[config.mk]
export PLATFORM = sky130hd
export DESIGN_NAME = audio_mix
export DESIGN_NICKNAME = d
export VERILOG_FILES = /design/src/rtl/audio_mix.sv
export SDC_FILE = /design/constraint.sdc
export NUM_CORES = 1
export LEC_CHECK = 0
export BUFFER_PORTS_ARGS = -buffer_cell sky130_fd_sc_hd__buf_2
export CORE_MARGIN = 2
export CORE_UTILIZATION = 40
export DETAILED_ROUTE_END_ITERATION = 8
export GPL_TIMING_DRIVEN = 0
export HOLD_SLACK_MARGIN = 0.02
export PLACE_DENSITY_LB_ADDON = 0.25
export REMOVE_ABC_BUFFERS = 1
export SLEW_MARGIN = 40
export SYNTH_ARGS = -nofsm -noshare
export SYNTH_HDL_FRONTEND = slang
export SYNTH_SLANG_ARGS = --single-unit
[constraint.sdc]
create_clock -name clk50m -period 4.1 [get_ports clk50m]
set_clock_uncertainty 0.05 [all_clocks]
set_input_delay 0 -clock clk50m [delete_from_list [all_inputs] [get_ports clk50m]]
set_output_delay 0 -clock clk50m [all_outputs]
set_load 0.005 [all_outputs]
[src/rtl/audio_mix.sv]
// audio_mix: PSG channel mixer with stereo panning, beeper/tape injection,
// master gain and per-side first-order sigma-delta DAC outputs.
// A pass runs IDLE -> ACCUM (NCH cycles) -> SCALE -> OUTPUT -> IDLE.
// Build option: define AUDIO_MIX_SATURATE_EN to clamp the mix at full scale
// instead of keeping only its low OUT_W bits.
module audio_mix #(
    parameter int NCH   = 3,
    parameter int IN_W  = 8,
    parameter int OUT_W = 16
) (
    input  logic                  clk50m,
    input  logic                  reset,
    input  logic                  ce_sample,
    input  logic [NCH*IN_W-1:0]   psg_in,
    input  logic [1:0]            stereo_mode,
    input  logic [1:0]            gain,
    input  logic                  ear,
    input  logic                  mic,
    output logic [OUT_W-1:0]      pcm_l,
    output logic [OUT_W-1:0]      pcm_r,
    output logic                  pcm_valid,
    output logic                  busy,
    output logic                  overrun,
    output logic                  aud_left,
    output logic                  aud_right
);
    localparam int IDX_W = $clog2(NCH);
    localparam int ACC_W = IN_W + $clog2(NCH) + 1;
    localparam int MIX_W = OUT_W + 4;
    localparam int SH    = OUT_W - 1 - ACC_W;

    typedef enum logic [1:0] {S_IDLE, S_ACCUM, S_SCALE, S_OUTPUT} state_t;

    state_t                state_q, state_d;
    logic [NCH*IN_W-1:0]   psg_q, psg_d;
    logic [1:0]            mode_q, mode_d;
    logic [1:0]            gain_q, gain_d;
    logic                  ear_q, ear_d, mic_q, mic_d;
    logic [ACC_W-1:0]      acc_l_q, acc_l_d, acc_r_q, acc_r_d;
    logic [IDX_W-1:0]      idx_q, idx_d;
    logic [OUT_W-1:0]      pcm_l_q, pcm_l_d, pcm_r_q, pcm_r_d;
    logic [OUT_W:0]        sd_l_q, sd_l_d, sd_r_q, sd_r_d;

    logic [IN_W-1:0]       ch;
    logic [ACC_W-1:0]      ch_x1, ch_x2, add_l, add_r;
    logic [1:0]            wl, wr;
    logic [MIX_W-1:0]      inj, mix_l, mix_r;
    logic [OUT_W-1:0]      lim_l, lim_r;

    // Per-channel pan weights: a weight of 2 is a hard pan, 1 is centre.
    always_comb begin
        wl = 2'd1;
        wr = 2'd1;
        if (mode_q == 2'b01) begin
            if (idx_q == IDX_W'(0))      begin wl = 2'd2; wr = 2'd0; end
            else if (idx_q == IDX_W'(2)) begin wl = 2'd0; wr = 2'd2; end
        end else if (mode_q == 2'b10) begin
            if (idx_q == IDX_W'(0))      begin wl = 2'd2; wr = 2'd0; end
            else if (idx_q == IDX_W'(1)) begin wl = 2'd0; wr = 2'd2; end
        end
    end

    // Selected channel scaled by its weight, and the mix datapath for SCALE.
    always_comb begin
        ch    = psg_q[int'(idx_q)*IN_W +: IN_W];
        ch_x1 = ACC_W'(ch);
        ch_x2 = ch_x1 << 1;
        add_l = (wl == 2'd2) ? ch_x2 : (wl == 2'd1) ? ch_x1 : '0;
        add_r = (wr == 2'd2) ? ch_x2 : (wr == 2'd1) ? ch_x1 : '0;
        inj   = (ear_q ? (MIX_W'(1) << (OUT_W-3)) : '0)
              + (mic_q ? (MIX_W'(1) << (OUT_W-4)) : '0);
        mix_l = ((MIX_W'(acc_l_q) << SH) + inj) << gain_q;
        mix_r = ((MIX_W'(acc_r_q) << SH) + inj) << gain_q;
    end

`ifdef AUDIO_MIX_SATURATE_EN
    // Clamp anything above full scale.
    always_comb begin
        lim_l = (|mix_l[MIX_W-1:OUT_W]) ? '1 : mix_l[OUT_W-1:0];
        lim_r = (|mix_r[MIX_W-1:OUT_W]) ? '1 : mix_r[OUT_W-1:0];
    end
`else
    // Keep the low bits; overflow wraps.
    logic unused_mix_hi;
    always_comb begin
        lim_l         = mix_l[OUT_W-1:0];
        lim_r         = mix_r[OUT_W-1:0];
        unused_mix_hi = ^{mix_l[MIX_W-1:OUT_W], mix_r[MIX_W-1:OUT_W]};
    end
`endif

    // Next-state and datapath updates. The limited mix is loaded on leaving
    // SCALE so that it is already on pcm_l/pcm_r while OUTPUT flags it valid.
    always_comb begin
        state_d = state_q;
        psg_d   = psg_q;
        mode_d  = mode_q;
        gain_d  = gain_q;
        ear_d   = ear_q;
        mic_d   = mic_q;
        acc_l_d = acc_l_q;
        acc_r_d = acc_r_q;
        idx_d   = idx_q;
        pcm_l_d = pcm_l_q;
        pcm_r_d = pcm_r_q;
        unique case (state_q)
            S_IDLE: if (ce_sample) begin
                psg_d   = psg_in;
                mode_d  = stereo_mode;
                gain_d  = gain;
                ear_d   = ear;
                mic_d   = mic;
                acc_l_d = '0;
                acc_r_d = '0;
                idx_d   = '0;
                state_d = S_ACCUM;
            end
            S_ACCUM: begin
                acc_l_d = acc_l_q + add_l;
                acc_r_d = acc_r_q + add_r;
                if (idx_q == IDX_W'(NCH-1)) state_d = S_SCALE;
                else                        idx_d   = idx_q + IDX_W'(1);
            end
            S_SCALE: begin
                pcm_l_d = lim_l;
                pcm_r_d = lim_r;
                state_d = S_OUTPUT;
            end
            default: state_d = S_IDLE;
        endcase
        // Sigma-delta: carry out of the low OUT_W bits is the output bit.
        sd_l_d = {1'b0, sd_l_q[OUT_W-1:0]} + {1'b0, pcm_l_q};
        sd_r_d = {1'b0, sd_r_q[OUT_W-1:0]} + {1'b0, pcm_r_q};
    end

    // State and datapath registers with synchronous reset.
    always_ff @(posedge clk50m) begin
        if (reset) begin
            state_q <= S_IDLE;
            psg_q   <= '0;
            mode_q  <= '0;
            gain_q  <= '0;
            ear_q   <= 1'b0;
            mic_q   <= 1'b0;
            acc_l_q <= '0;
            acc_r_q <= '0;
            idx_q   <= '0;
            pcm_l_q <= '0;
            pcm_r_q <= '0;
            sd_l_q  <= '0;
            sd_r_q  <= '0;
        end else begin
            state_q <= state_d;
            psg_q   <= psg_d;
            mode_q  <= mode_d;
            gain_q  <= gain_d;
            ear_q   <= ear_d;
            mic_q   <= mic_d;
            acc_l_q <= acc_l_d;
            acc_r_q <= acc_r_d;
            idx_q   <= idx_d;
            pcm_l_q <= pcm_l_d;
            pcm_r_q <= pcm_r_d;
            sd_l_q  <= sd_l_d;
            sd_r_q  <= sd_r_d;
        end
    end

    assign busy      = (state_q != S_IDLE);
    assign pcm_valid = (state_q == S_OUTPUT);
    assign overrun   = ce_sample & busy & ~reset;
    assign pcm_l     = pcm_l_q;
    assign pcm_r     = pcm_r_q;
    assign aud_left  = sd_l_q[OUT_W];
    assign aud_right = sd_r_q[OUT_W];
endmodule

==> impl_metrics.yaml, run 1 <==
logic_synthesis:
  synth-main-ff-cell: "dfxtp_1"
  synth_cell_types: 58
  yosysMostFrequentCell: "dfxtp_1"
  synthTopCellsByCount: "dfxtp_1, nand2_1, nor2_1"
  synth_top_area_share: 0.3331
  synth-simple-area-share: 0.1705
  synthXorXnorAreaFrac: 0.04262
  synth-seq-cells: 106
  synthMuxAreaShare: 0.06520
  synthAdderAreaFrac: 0.1288
  syn_avg_cell_area_sq_um: 8.274
  synth_seq_area_share: 0.3331
  synth_compound_area_frac: 0.2092
  synthesis.area_sq_um: 6371
  synthCells: 770
  async_flop_share: 0
  synth_top_family_by_area: "compound AO/OA/AOI/OAI gates"
  synthTopCellsByArea: "dfxtp_1, ha_1, a21oi_1"
  synth_largest_area_cell: "dfxtp_1"
  synth_enable_flop_cells: 0
  yosysWarnings: 0
drt:
  routed_wirelength_mm: 14.16
  first_pass_iters: 4
  detail-route-antenna-nets: 0
  vias_per_cell: 5.012
  drt-initial-drc-count: 252
  wl_per_cell_microns: 13.10
  drcViolationCount: 0
  vias: 5418
clock_network:
  cts_buffer_depth: 2
  numCtsBuffers: 9
  cts_root_buffer: "clkbuf_16"
  worstSkewPairLatency_ns: 0.37
  clkSlewWorstSetupHoldPaths_ns: 0.08
  cts_tree: "done"
  post_cts_buffers: 0
  htreeDepth: 3
  clkSinkCount: 106
worst_setup_path:
  reg2regPathDepth: 15
  path_max_fanout: 14
  cp.arrival_ns: 3.99
  crit_path_start_kind: "flip-flop"
  r2r-start: "idx_q[0]"
  rrSetupSlack_ns: 0.31
  path_common_cell: "ha_1"
  setup.worst_path.end_class: "flip-flop"
  slowest_delay_ns: 0.50
  worstPathRequired_ns: 4.30
  r2r-end: "acc_r_q[10]"
  crit_chain: "clkinv_2, ha_1, o21ai_0, nand2_1, or2_1, nor2_1, ha_1, inv_1, fa_1, nor2b_1, o21a_1, o21ai_1, a31oi_1, o211ai_1, a32o_1"
  path_delay_family: "compound AO/OA/AOI/OAI gates"
  cp_num_buf_inv: 2
  worst_path_max_delay_cell: "dfxtp_4"
  worst-setup-path-type: "reg2reg"
timing:
  fin_crit_sh: 0.9243
  worst_slew_pin_slew_ns: 0.7730
  hold_ws_ns: 0.03730
  setup_viol: 0
  post-route-min-period_ns: 3.790
  finalHoldViolCount: 0
  rsz0062_at_grt: "false"
  final_max_slew_viol_count: 0
  fmax_mhz: 263.9
  slew_headroom: 0.4847
placement:
  post-dp-hpwl_mm: 9.786
  placedInstanceArea_sq_um: 6790
  io_buffers: 61
  gp_congestion: 0.8782
global_routing:
  grt_max_degree: 53
  antenna_found_initial: 0
  track_usage: 0.1776
  grt_pass1_vias: 5157
  grt.overflow.total: 0
  grt_pass1_wl_mm: 24.29
final_layout:
  multiInputGateArea_sq_um: 3966
  area_growth_pct: 20.01
  fin_area_sq_um: 7646
  seq_area_sq_um: 2130
  fin_nets: 955
  fillers: 1539
  layout-drive-gt1-share: 0.1179
  n_antenna_cell: 0
worst_hold_path:
  holdCritStartpoint: "ce_sample"
  min_path_type: "in2reg"
  hold_end: "idx_q[1]"
  whs_path_depth: 4
die:
  start_util: 0.4055
  rows: 46
  io_pins: 70
  dieHeight_microns: 130.2
  die_w_microns: 130.2
  dieArea_sq_um: 16950
  coreArea_sq_um: 15710
run:
  max-cap-violations: 0
power_and_ir_drop:
  vdd_ir_drop_max_mv: 0.2732
  p_leak_nw: 3.241
  power.density_nw_per_um2: 429.2
status:
  status: "complete, no violations"
[registers in the layout (all words and copies together) (netlist names), 11 cells and up]
name / count
psg_q: 24
sd_l_q: 13
sd_r_q: 13
pcm_l: 12
pcm_r: 12
acc_l_q: 11
acc_r_q: 11
[cell type report]
cell class              count  area share
multi-input cells         601      0.5187
clock inverters             7     0.01096
clock buffers               9     0.02946
flip-flops and latches    106      0.2785
repair buffers            116      0.1141
well taps                 216     0.03535
inverters                  26     0.01293
[stage by stage]
| step | TNS [ns] | std cells | utilization | worst slack, ns | power, mW |
|---|---|---|---|---|---|
| detailed placement | -0.8776 | 1011 | 0.4322 | -0.3918 | 2.302 |
| global placement | -0.8275 | 1010 | 0.4297 | -0.3827 | 2.289 |
| floorplan | 0 | 733 | - | 0.3320 | 2.014 |
| finish | 0 | 1081 | 0.4866 | 0.3103 | 3.281 |
| global route | 0 | 1081 | 0.4866 | 0.02830 | 3.517 |
| CTS | 0 | 1081 | 0.4864 | 0.1243 | 3.308 |
[worst max-delay path by stage]
| stage | from | endpoint | slack, ns | cells past startpoint |
|---|---|---|---|---|
| 6_report | idx_q[0] | acc_r_q[10] | 0.31 | 15 |
| 5_1_grt | idx_q[0] | acc_r_q[10] | 0.03 | 15 |
| 4_1_cts | idx_q[0] | acc_r_q[10] | 0.12 | 15 |
| 3_5_place_dp | idx_q[0] | acc_r_q[10] | -0.39 | 15 |
| 3_3_place_gp | idx_q[0] | acc_r_q[10] | -0.38 | 15 |
| 2_1_floorplan | idx_q[0] | acc_r_q[10] | 0.33 | 15 |
[power by group]
part | switching, mW | internal (mW)
clock network | 0.436 | 0.486
registers | 0.134 | 1.14
logic | 0.629 | 0.453
total | 1.20 | 2.08
[layer usage]
layer | global-route usage | wire length (microns)
met5 | 0 | 0
met1 | 0.2293 | 7039
met2 | 0.2969 | 6532
met4 | 0.04807 | 126
met3 | 0.04346 | 459
[repair_timing]
| action | in CTS | in global routing |
|---|---|---|
| gates resized for setup | 2 | 2 |
| endpoints found under the hold margin | 50 | 0 |
| setup endpoints to repair | 6 | 1 |
| gates cloned | 0 | 0 |
| hold buffers | 54 | 0 |
[worst min-delay path: cells and delay by family]
kind                   cells  cell delay (ns)
AND/OR/NAND/NOR            2             0.12
AO/OA/AOI/OAI              1             0.16
buffers and inverters      1             0.14
[cell families (layout without fill, tap and decap cells)]
kind of cell / Yosys count / after routing
mux: 41 / 41
flops: 106 / 106
simple gates: 250 / 250
xor+xnor: 31 / 31
other cells: 1 / 8
buf+inv: 70 / 158
fa+ha+maj: 62 / 62
compound gates: 209 / 209
[placed cells by master, fill, tap and decap left out, types with 2 or more instances in the layout]
cell and count:
nor3_1 5, o22ai_1 14, nand3_1 14, o211ai_1 7, inv_1 22, clkbuf_16 9
inv_2 3, dfxtp_1 102, conb_1 8, dfxtp_2 3, a21o_1 14, o21bai_1 3
nor2_1 91, nor2b_1 10, o221ai_1 3, dlygate4sd3_1 54, nand2b_1 17, nand4_1 5
nand2_1 94, o21a_1 7, a22oi_1 6, mux2i_1 37, fa_1 6, nand3b_1 4
a22o_1 9, o21ai_1 8, a211o_1 4, a21oi_1 79, buf_2 60, a21oi_2 2
o21ai_0 20, mux2_2 4, ha_1 55, xnor2_1 19, inv_6 3, a31oi_1 13
nor3b_1 4, o22ai_2 2, xor2_1 12, a211oi_1 5
Power figures use the tool's default switching activity.
==> run 2: changes to the inputs <==
==> config.mk (replaced) <==
export PLATFORM = sky130hd
export DESIGN_NAME = audio_mix
export DESIGN_NICKNAME = d
export VERILOG_FILES = /design/src/rtl/audio_mix.sv
export SDC_FILE = /design/constraint.sdc
export NUM_CORES = 1
export LEC_CHECK = 0
export BUFFER_PORTS_ARGS = -buffer_cell sky130_fd_sc_hd__clkbuf_2
export CORE_MARGIN = 2
export CORE_UTILIZATION = 40
export DETAILED_ROUTE_END_ITERATION = 8
export GPL_TIMING_DRIVEN = 0
export HOLD_SLACK_MARGIN = 0.02
export PLACE_DENSITY_LB_ADDON = 0.25
export REMOVE_ABC_BUFFERS = 1
export SYNTH_ARGS = -nofsm -noshare
export SYNTH_HDL_FRONTEND = slang
export SYNTH_SLANG_ARGS = --single-unit
==> constraint.sdc (replaced) <==
create_clock -name clk50m -period 3.8 [get_ports clk50m]
set_clock_uncertainty 0.05 [all_clocks]
set_input_delay 0 -clock clk50m [delete_from_list [all_inputs] [get_ports clk50m]]
set_output_delay 0 -clock clk50m [all_outputs]
set_load 0.005 [all_outputs]
==> run 2 against run 1 <==
  * Clock power decreased by 0.8%
  * Total power increased by 4.0%
  * Critical path depth unchanged
  * Final cell count decreased by 1.9%
  * Final area decreased by 3.1%
  * Combinational power increased by 5%
  * First-iteration DRC count decreased by 15%
  * Non-clock buffer count decreased by 21
  * Highest routed layer unchanged
==> impl_metrics.yaml, run 2 (synthesis results as in run 1) <==
final_layout:
  utilization: 0.4714
  layout_commonest_cell: "dfxtp_1"
  layout-drive-gt1-share: 0.1232
  fin_nets: 934
  reg_top3: "psg_q: 24 flops, sd_l_q: 13 flops, sd_r_q: 13 flops"
  area_growth_pct: 16.26
  mostFrequentLayoutCells: "dfxtp_1, nand2_1, nor2_1"
  fin_cells: 1060
  top_register: "psg_q"
  n_antenna_cell: 0
  largest_reg_flops: 24
drt:
  vias_per_cell: 5.060
  vias: 5364
  drt-initial-drc-count: 213
  drcViolationCount: 0
  detail-route-antenna-nets: 0
  wl_per_cell_microns: 13.13
  first_pass_iters: 4
  routed_wirelength_mm: 13.92
worst_setup_path:
  cp.arrival_ns: 3.62
  reg2regPathDepth: 15
  r2r-start: "idx_q[1]"
  worst-setup-path-type: "reg2reg"
  cp.depth: 15
  rrSetupSlack_ns: 0.38
  worstPathRequired_ns: 4.00
  slowest_delay_ns: 0.46
  r2r-end: "acc_r_q[10]"
  worst_path_max_delay_cell: "dfxtp_4"
  crit_path_start_kind: "flip-flop"
  crit_chain: "inv_1, ha_1, o21ai_0, nand2_2, or2_4, nor2_1, ha_1, inv_1, fa_1, nor2b_1, o21a_1, o21ai_1, a31oi_2, o211ai_1, a32o_1"
  setup.worst_path.end_class: "flip-flop"
  cp_num_buf_inv: 2
  path_max_fanout: 20
  path_delay_family: "compound AO/OA/AOI/OAI gates"
global_routing:
  grt.overflow.total: 0
  antenna_found_initial: 0
  grt_pass1_wl_mm: 23.86
  grt_pass1_vias: 5014
  track_usage: 0.1743
  grt_max_degree: 52
die:
  dieHeight_microns: 130.2
  rows: 46
  die_w_microns: 130.2
  dieArea_sq_um: 16950
  start_util: 0.4055
  coreArea_sq_um: 15710
  io_pins: 70
timing:
  fmax_mhz: 292.5
  finalHoldViolCount: 0
  setup_viol: 0
  post-route-min-period_ns: 3.419
  rsz0062_at_grt: "false"
  fin_crit_sh: 0.8997
  final_max_slew_viol_count: 0
  worst_slew_pin_slew_ns: 1.281
  hold_ws_ns: 0.03600
  slew_headroom: 0.1451
power_and_ir_drop:
  intPower_mw: 2.142
  pwr-share-seq: 0.400
  p_clk_frac: 0.268
  swShare: 0.3722
  p_switching_mw: 1.270
  vdd_ir_drop_max_mv: 0.3124
  total_power_mw: 3.412
  power.density_nw_per_um2: 460.6
  p_leak_nw: 3.068
  comb_power_share: 0.332
placement:
  gp_congestion: 0.8824
  io_buffers: 61
  post-dp-hpwl_mm: 9.833
  placed_cells: 1011
clock_network:
  worstSkewPairLatency_ns: 0.36
  clkSlewWorstSetupHoldPaths_ns: 0.07
  clkSinkCount: 106
  numCtsBuffers: 9
  cts_buffer_depth: 2
  cts_root_buffer: "clkbuf_16"
  cts_tree: "done"
  htreeDepth: 3
worst_hold_path:
  holdCritStartpoint: "ce_sample"
  hold_end: "idx_q[1]"
  whs_path_depth: 4
  min_path_type: "in2reg"
run:
  max-cap-violations: 0
status:
  status: "complete, no violations"
==> run 2: changes by cell type in the layout (fill, tap and decap cells not counted), moves of 2 or more <==
cell / before / now
dlygate4sd3_1: 54 / 30
dfxtp_2: 3 / 1
clkinvlp_4: 1 / 3
clkbuf_2: 0 / 60
buf_2: 60 / 0
buf_4: 0 / 3
==> run 2: timing repair <==
item | CTS | global route
endpoints found under the hold margin | 30 | 0
hold buffers | 30 | 0
setup buffers | 0 | 3
resized for setup | 5 | 4
setup endpoints to repair | 12 | 3
==> run 2: area by class of cell <==
class                           instances  area [sq um]
Clock buffer                            9         225.2
Clock inverter                          7         60.06
Fill cell                            1598          8305
Inverter                               26         100.1
Multi-Input combinational cell        601          3970
Sequential cell                       106          2131
Tap cell                              216         270.3
Timing Repair Buffer                   95         650.6
==> run 2: worst max path at each step <==
stage                  start           to  slack [ns]
floorplan           idx_q[0]  acc_r_q[10]        0.03
global placement    idx_q[0]  acc_r_q[10]       -0.68
detailed placement  idx_q[0]  acc_r_q[10]       -0.70
CTS                 idx_q[0]  acc_r_q[10]        0.03
global route        idx_q[1]  acc_r_q[10]        0.04
finish              idx_q[1]  acc_r_q[10]        0.38
==> run 2: power by group through the flow <==
stage | Sequential, mW | Clock [mW] | Combinational, mW
floorplan | 1.36 | 0 | 0.811
global placement | 1.40 | 0 | 1.07
finish | 1.36 | 0.916 | 1.13
global route | 1.39 | 0.999 | 1.28
detailed placement | 1.40 | 0 | 1.08
CTS | 1.38 | 0.944 | 1.11
==> run 2: through the flow <==
step / worst slack (ns) / instance area [sq um] / TNS [ns]
final: 0.3811 / 7407 / 0
after detailed placement: -0.7011 / 6774 / -3.126
after global placement: -0.6841 / 6751 / -3.306
after CTS: 0.02879 / 7372 / 0
after floorplan: 0.03196 / 6176 / 0
after global routing: 0.03774 / 7407 / 0
==> run 2: worst reg2reg max path, stage by stage, from the launching register on <==
cell,delay [ns]
dfxtp_4,0.46
inv_1,0.13
ha_1,0.22
o21ai_0,0.20
nand2_2,0.16
or2_4,0.30
nor2_1,0.13
ha_1,0.21
inv_1,0.06
fa_1,0.39
nor2b_1,0.12
o21a_1,0.14
o21ai_1,0.10
a31oi_2,0.26
o211ai_1,0.11
a32o_1,0.27
==> run 2: per-layer routing <==
metal,track usage,part of all wire
met3,0.04264,0.035
met2,0.2840,0.45
met4,0.04111,0.012
met1,0.2334,0.50
met5,0,0
